===== config.mk =====
export PLATFORM = sky130hd
export DESIGN_NAME = tdp_ram_arbiter
export DESIGN_NICKNAME = d
export VERILOG_FILES = /design/src/rtl/tdp_ram_pkg.sv /design/src/rtl/tdp_ram_core.sv /design/src/rtl/tdp_ram_arbiter.sv
export SDC_FILE = /design/constraint.sdc
export NUM_CORES = 1
export LEC_CHECK = 0
export CORE_MARGIN = 3
export CORE_UTILIZATION = 40
export DETAILED_ROUTE_END_ITERATION = 7
export PLACE_DENSITY = 0.62
export SYNTH_ARGS = -nofsm -noshare
export SYNTH_HDL_FRONTEND = slang
export SYNTH_HIERARCHICAL = 1
export SYNTH_SLANG_ARGS = --single-unit

===== constraint.sdc =====
create_clock -name clk -period 2.75 [get_ports clk]
set_input_delay 0.275 -clock clk [delete_from_list [all_inputs] [get_ports clk]]
set_output_delay 0.275 -clock clk [all_outputs]
set_load 0.02 [all_outputs]

===== src/rtl/tdp_ram_pkg.sv =====
// Shared defaults and types for the arbitrated true-dual-port RAM.
package tdp_ram_pkg;

    localparam int DEF_WIDTH      = 8;
    localparam int DEF_DEPTH      = 64;
    localparam int DEF_STARVE_LIM = 2;

    // Which port wins a same-address conflict.
    typedef enum logic {
        PRIO_A = 1'b0,
        PRIO_B = 1'b1
    } prio_e;

endpackage


===== src/rtl/tdp_ram_core.sv =====
// Two independent read/write ports onto one word array. No arbitration here:
// the caller guarantees both ports never write the same word in one cycle.
module tdp_ram_core #(
    parameter int WIDTH  = tdp_ram_pkg::DEF_WIDTH,
    parameter int DEPTH  = tdp_ram_pkg::DEF_DEPTH,
    parameter int ADDR_W = $clog2(DEPTH)
) (
    input  logic              clk,
    input  logic              we_a,
    input  logic [ADDR_W-1:0] addr_a,
    input  logic [WIDTH-1:0]  wdata_a,
    output logic [WIDTH-1:0]  rdata_a,
    input  logic              we_b,
    input  logic [ADDR_W-1:0] addr_b,
    input  logic [WIDTH-1:0]  wdata_b,
    output logic [WIDTH-1:0]  rdata_b
);

    logic [WIDTH-1:0] mem [DEPTH];
    logic             in_range_a;
    logic             in_range_b;

    // Addresses past the last word (only possible for non-power-of-two DEPTH)
    // are ignored on write and read back as zero.
    if (DEPTH == (1 << ADDR_W)) begin : g_pow2
        assign in_range_a = 1'b1;
        assign in_range_b = 1'b1;
    end else begin : g_npow2
        localparam logic [ADDR_W:0] DEPTH_L = (ADDR_W + 1)'(DEPTH);
        assign in_range_a = ({1'b0, addr_a} < DEPTH_L);
        assign in_range_b = ({1'b0, addr_b} < DEPTH_L);
    end

    // Word writes from either port.
    // NOTE: the array has no reset branch on purpose; contents survive reset
    // and a resettable array could not map onto RAM macros.
    always_ff @(posedge clk) begin
        if (we_a && in_range_a) mem[addr_a] <= wdata_a;
        if (we_b && in_range_b) mem[addr_b] <= wdata_b;
    end

    assign rdata_a = in_range_a ? mem[addr_a] : '0;
    assign rdata_b = in_range_b ? mem[addr_b] : '0;

endmodule


===== src/rtl/tdp_ram_arbiter.sv =====
// Dual-port RAM front end: grants both ports unless they collide on one word
// with at least one write, then grants the priority holder. Port B gains
// priority after STARVE_LIM consecutive conflict denials.
module tdp_ram_arbiter
    import tdp_ram_pkg::*;
#(
    parameter  int WIDTH      = DEF_WIDTH,
    parameter  int DEPTH      = DEF_DEPTH,
    parameter  int STARVE_LIM = DEF_STARVE_LIM,
    localparam int ADDR_W     = $clog2(DEPTH)
) (
    input  logic              clk,
    input  logic              rst,
    input  logic              req_a,
    input  logic              we_a,
    input  logic [ADDR_W-1:0] addr_a,
    input  logic [WIDTH-1:0]  data_a,
    output logic              ack_a,
    output logic [WIDTH-1:0]  q_a,
    output logic              q_valid_a,
    input  logic              req_b,
    input  logic              we_b,
    input  logic [ADDR_W-1:0] addr_b,
    input  logic [WIDTH-1:0]  data_b,
    output logic              ack_b,
    output logic [WIDTH-1:0]  q_b,
    output logic              q_valid_b,
    output logic [15:0]       conflict_cnt
);

    localparam int                  STARVE_W   = $clog2(STARVE_LIM + 1);
    localparam logic [STARVE_W-1:0] STARVE_MAX = STARVE_W'(STARVE_LIM);

    prio_e               prio;
    logic [STARVE_W-1:0] starve_cnt;
    logic [STARVE_W-1:0] starve_nxt;
    logic [15:0]         conflict_cnt_q;
    logic                conflict;
    logic                b_denied;
    logic [WIDTH-1:0]    rdata_a;
    logic [WIDTH-1:0]    rdata_b;

    // Grant decision; reset masks both grants so nothing is written.
    // NOTE: every output gets a default first so no path leaves it unassigned
    // and no latch is inferred.
    always_comb begin
        conflict   = 1'b0;
        ack_a      = 1'b0;
        ack_b      = 1'b0;
        b_denied   = 1'b0;
        starve_nxt = starve_cnt;
        conflict   = req_a && req_b && (addr_a == addr_b) && (we_a || we_b);
        if (!rst) begin
            ack_a = req_a && (!conflict || prio == PRIO_A);
            ack_b = req_b && (!conflict || prio == PRIO_B);
        end
        b_denied = conflict && (prio == PRIO_A);
        if (starve_cnt != STARVE_MAX) starve_nxt = starve_cnt + 1'b1;
    end

    // Priority and starvation tracking for port B.
    // NOTE: clocked state uses non-blocking assignments so every register
    // samples pre-edge values regardless of statement order.
    always_ff @(posedge clk or posedge rst) begin
        if (rst) begin
            prio       <= PRIO_A;
            starve_cnt <= '0;
        end else if (ack_b) begin
            prio       <= PRIO_A;
            starve_cnt <= '0;
        end else if (b_denied) begin
            starve_cnt <= starve_nxt;
            if (starve_nxt == STARVE_MAX) prio <= PRIO_B;
        end
    end

    // Saturating count of conflict cycles.
    always_ff @(posedge clk or posedge rst) begin
        if (rst) begin
            conflict_cnt_q <= '0;
        end else if (conflict && conflict_cnt_q != 16'hFFFF) begin
            conflict_cnt_q <= conflict_cnt_q + 16'd1;
        end
    end

    assign conflict_cnt = conflict_cnt_q;

    // Read-data registers; q holds across writes and idle cycles.
    always_ff @(posedge clk or posedge rst) begin
        if (rst) begin
            q_a       <= '0;
            q_b       <= '0;
            q_valid_a <= 1'b0;
            q_valid_b <= 1'b0;
        end else begin
            q_valid_a <= ack_a && !we_a;
            q_valid_b <= ack_b && !we_b;
            if (ack_a && !we_a) q_a <= rdata_a;
            if (ack_b && !we_b) q_b <= rdata_b;
        end
    end

    tdp_ram_core #(
        .WIDTH  (WIDTH),
        .DEPTH  (DEPTH),
        .ADDR_W (ADDR_W)
    ) u_core (
        .clk     (clk),
        .we_a    (ack_a && we_a),
        .addr_a  (addr_a),
        .wdata_a (data_a),
        .rdata_a (rdata_a),
        .we_b    (ack_b && we_b),
        .addr_b  (addr_b),
        .wdata_b (data_b),
        .rdata_b (rdata_b)
    );

endmodule


==> results by stage <==
Run status:
- The flow ran to the end, and the final reports show no timing, DRC or antenna violations.

Global route:
- The largest net degree at the start of global routing is 65.
- The initial antenna violation count is 7.
- For this run, the total global-route usage over all layers was measured as 0.335.
- The first global-routing pass estimated 207 mm of wire.
- The number of global-route vias before repair is 27,500.
- For this run the aggregate overflow at the end of global routing stands at 0.

CTS:
- The number of buffers created by CTS is 60.
- Clock-pin slew was measured on the worst setup and hold paths at 60 ps.
- The number of clock sinks is 549.
- TritonCTS built the clock tree.
- For the worst-skew pair, the clock arrives at the later sink with an insertion delay of 670 ps.
- The hold-fix buffer count after cts is 0.
- The clock passes through at most 3 buffers.
- CTS placed an instance of sky130_fd_sc_hd__clkbuf_16 at the clock tree root.
- The count of H-tree levels built during CTS is 2.

Logic synthesis:
- The post-synthesis async set-or-reset flop share is 0.0674.
- The synthesized design contains 512 enable-type register cells.
- By count the netlist is led by sky130_fd_sc_hd__mux2_2, sky130_fd_sc_hd__edfxtp_1, sky130_fd_sc_hd__a221oi_1.
- Of the synthesized area, sequential elements account for 0.501.
- In the post-synthesis netlist, the biggest area contributors are sky130_fd_sc_hd__edfxtp_1, sky130_fd_sc_hd__mux2_2, sky130_fd_sc_hd__a221oi_1.
- Of the post-synthesis cell area, the dominant cell type holds 0.473.
- The netlist area before placement is 0.0325 mm^2.
- The distinct cell type count of the synthesized netlist is 77.
- The most area-hungry cell type in the Yosys netlist is sky130_fd_sc_hd__edfxtp_1.
- Yosys instantiated no cell more often than sky130_fd_sc_hd__mux2_2.
- The most used flip-flop cell after synthesis is sky130_fd_sc_hd__edfxtp_1.
- The synthesized netlist net count is 2,591.
- The count of yosys warnings during synthesis is 6.
- The number of instances in the synthesized netlist is 2,555.
- After synthesis, the mean cell area works out to 12.7 um^2.
- Counting flops and latches in the post-synthesis netlist gives 549.

Placement:
- Detailed placement ended at an HPWL of 102 mm.
- The number of port buffers is 69.
- The weighted congestion reported at the end of routability-driven placement is 1.02.

Timing:
- Across all hold checks on the routed design, the worst slack comes to 170 ps.
- The clock skew after layout is 23.0 ps.
- The clock period minus final worst setup slack is 2680 ps.
- The sum of negative setup slack is 0 ps.
- The maximum clock rate is 0.372 GHz.
- The number of endpoints with negative hold slack in the final report came to 0.
- Setup violations remaining at the end of the flow were counted as 0.
- The actual transition at the worst max-transition pin is 1160 ps.
- In this run the tightest slew margin relative to its limit is 0.224.
- The final cycle utilization of the critical path is 0.976.
- The final-report max-slew violation count came to 0.

Pwr:
- The sequential group share of total power is 0.448.
- The share of total power dissipated in the clock network is 0.387.
- The net switching component of the power is 5700 uW.
- Summed over all cells, the static leakage comes to 0.0136 uW.
- The worst-case IR drop observed on VDD is 0.496 mV.
- The share of total power dissipated in combinational logic is 0.165.
- For this design the ratio of total power to cell area is 523 mW/mm^2.
- Of the total power, the share spent switching nets is 0.274.
- Internal power comes to 15,100 uW.

Finish:
- In the final layout, the share of cells above drive strength 1 is 0.455.
- The synthesis-to-finish area growth is 22.1%.
- The final layout net count is 2,926.
- Summing all multi-input logic gate instances after layout gives 0.0151 mm^2.
- The fill cell instance count of the final layout is 6,890.
- Summing all flip-flop and latch instances after layout gives 0.0163 mm^2.
- Once layout is complete, the utilization of the core stands at 0.498.

Die:
- The die area is 0.0848 mm^2.
- In this run the vertical extent of the chip is 291 um.
- From left edge to right edge, the die measures 291 um.
- The core area is 0.0798 mm^2.
- Pin placement for this block handled 70 I/O pins.
- After floorplanning, the core was divided into 103 placement rows.
- The initial core utilization is 0.408.

Worst setup path:
- In this run the worst path has a maximum fanout of 20.
- Counting stages on the worst path, the most repeated cell is sky130_fd_sc_hd__a221oi_1.
- The worst setup path is captured at a flip-flop.
- In this design, the largest share of critical-path delay is due to compound AO/OA/AOI/OAI gates.
- The critical path goes through buf_2, buf_4, nor2b_4, a221oi_1, o22ai_1, a221oi_1, nand4b_1, mux2_2.
- The worst setup path is of the in -> reg kind.
- For this design, the slowest cell found on the critical path is sky130_fd_sc_hd__nor2b_4.
- The total buffers and inverters traversed by the critical path is 2.
- The maximum single-stage delay on the critical path is 810 ps.
- STA classifies the critical path startpoint as an input pin.
- The critical path data required time is 3350 ps.
- The worst path arrival time is 3280 ps.

Drt:
- For this block, the via count after detailed routing is 28,300.
- The per-cell routed wire length is 36.9 um.
- The count of nets left with antenna violations once routing finished came out at 0.
- The routed wire length is 147 mm.
- The first TritonRoute pass finished after 7 iterations.
- The first-iteration detailed-routing DRC count is 4,937.
- After detailed routing, the number of remaining DRC violations is 0.
- The post-detailed-route via-to-cell ratio is 7.08.

Run:
- The max capacitance violation total is 0.

Worst hold path:
- The worst hold path class is in -> reg.
-- registers in the layout (all words and copies together) (netlist names) --
register,count
starve_cnt,2
q_a,8
q_valid_a,1
u_core/mem,512
q_b,8
conflict_cnt,16
q_valid_b,1
prio,1
-- worst reg2reg max path: cells and delay by family (launching register included) --
kind	cells	cell delay, ps
AO/OA/AOI/OAI	2	600
AND/OR/NAND/NOR	1	80
flip-flops	1	450
buffers and inverters	2	360
multiplexers	3	1070
-- cells in the final DEF, fill, tap and decap left out, drive strengths merged, types with 15 or more instances in the layout --
| cell type | synthesis | layout |
|---|---|---|
| nand3 | 32 | 32 |
| nand2 | 108 | 108 |
| a221oi | 271 | 271 |
| xnor2 | 15 | 15 |
| o21ai | 52 | 52 |
| clkdlybuf4s50 | 0 | 46 |
| clkinv | 2 | 21 |
| nand4 | 21 | 21 |
| clkbuf | 185 | 78 |
| inv | 9 | 15 |
| o22ai | 111 | 111 |
| a22oi | 62 | 62 |
| nand3b | 23 | 23 |
| nor2 | 57 | 57 |
| or3b | 20 | 20 |
| a211oi | 15 | 15 |
| a22o | 17 | 17 |
| a221o | 15 | 15 |
| a21oi | 44 | 44 |
| mux2i | 51 | 51 |
| dfrtp | 37 | 37 |
| edfxtp | 512 | 512 |
| mux4 | 21 | 21 |
| mux2 | 585 | 585 |
| buf | 119 | 530 |
-- metal layers --
metal | track usage | share of wire | vias up
met4 | 0.194 | 0.071 | 4
met2 | 0.490 | 0.42 | 2438
met1 | 0.442 | 0.37 | 14100
met3 | 0.0949 | 0.13 | 588
met5 | 0 | 0.00014 | -
li1 | - | - | 11200
-- cells by family (layout without fill, tap and decap cells) --
logic type | after synthesis | in the layout | synth area share
multiplexers | 657 | 657 | 0.234
buffers and inverters | 315 | 699 | 0.0414
flip-flops | 549 | 549 | 0.501
AND/OR/NAND/NOR | 357 | 357 | 0.0617
other | 0 | 3 | 0
AO/OA/AOI/OAI | 656 | 656 | 0.156
adder cells (fa/ha/maj) | 2 | 2 | 0.000769
XOR/XNOR | 19 | 19 | 0.00512
-- area by class of cell --
cell class	instances	area share
Clock buffer	78	0.0411
Sequential cell	549	0.410
Antenna cell	3	0.000189
Timing Repair Buffer	577	0.126
Multi-Input combinational cell	1691	0.381
Tap cell	1050	0.0331
Clock inverter	33	0.00677
Inverter	11	0.00113
-- what timing repair did --
action / 4_1_cts / 5_1_grt
setup buffers: 0 / 0
endpoints found under the setup margin: 2 / 118
cloned: 0 / 0
gates resized for setup: 2 / 11
-- path summary, 6_finish.rpt --
path / from / end / slack (ps) / cells past startpoint
setup / recovery: addr_a[0] / q_a[1] / 70 / 8
hold reg to reg: conflict_cnt[6] / conflict_cnt[6] / 510 / 1
hold / removal: data_a[1] / u_core/mem[4][1] / 170 / 2
min in group asynchronous: rst / q_b[5] / 210 / 4
max in group asynchronous: rst / conflict_cnt[1] / 2200 / 4
setup reg to reg: u_core/mem[29][7] / q_b[7] / 70 / 8
-- per-stage QoR --
stage	setup slack (ps)	total power, uW	area, um^2	instances
5_1_grt	-11.2	21200	39700	3990
2_1_floorplan	-75.3	11100	32700	2555
3_3_place_gp	-642	12700	37800	3878
6_report	65.1	20800	39700	3992
3_5_place_dp	-676	12800	37800	3878
4_1_cts	3.63	20700	39700	3989
-- power by group through the flow --
stage	logic (uW)	clock network, uW	registers [uW]
final	3430	8030	9310
after CTS	3290	8100	9310
after detailed placement	3280	0	9490
after global routing	3470	8410	9320
after global placement	3230	0	9480
after floorplan	1540	0	9550
No activity file was read; power rests on OpenSTA's default activity.
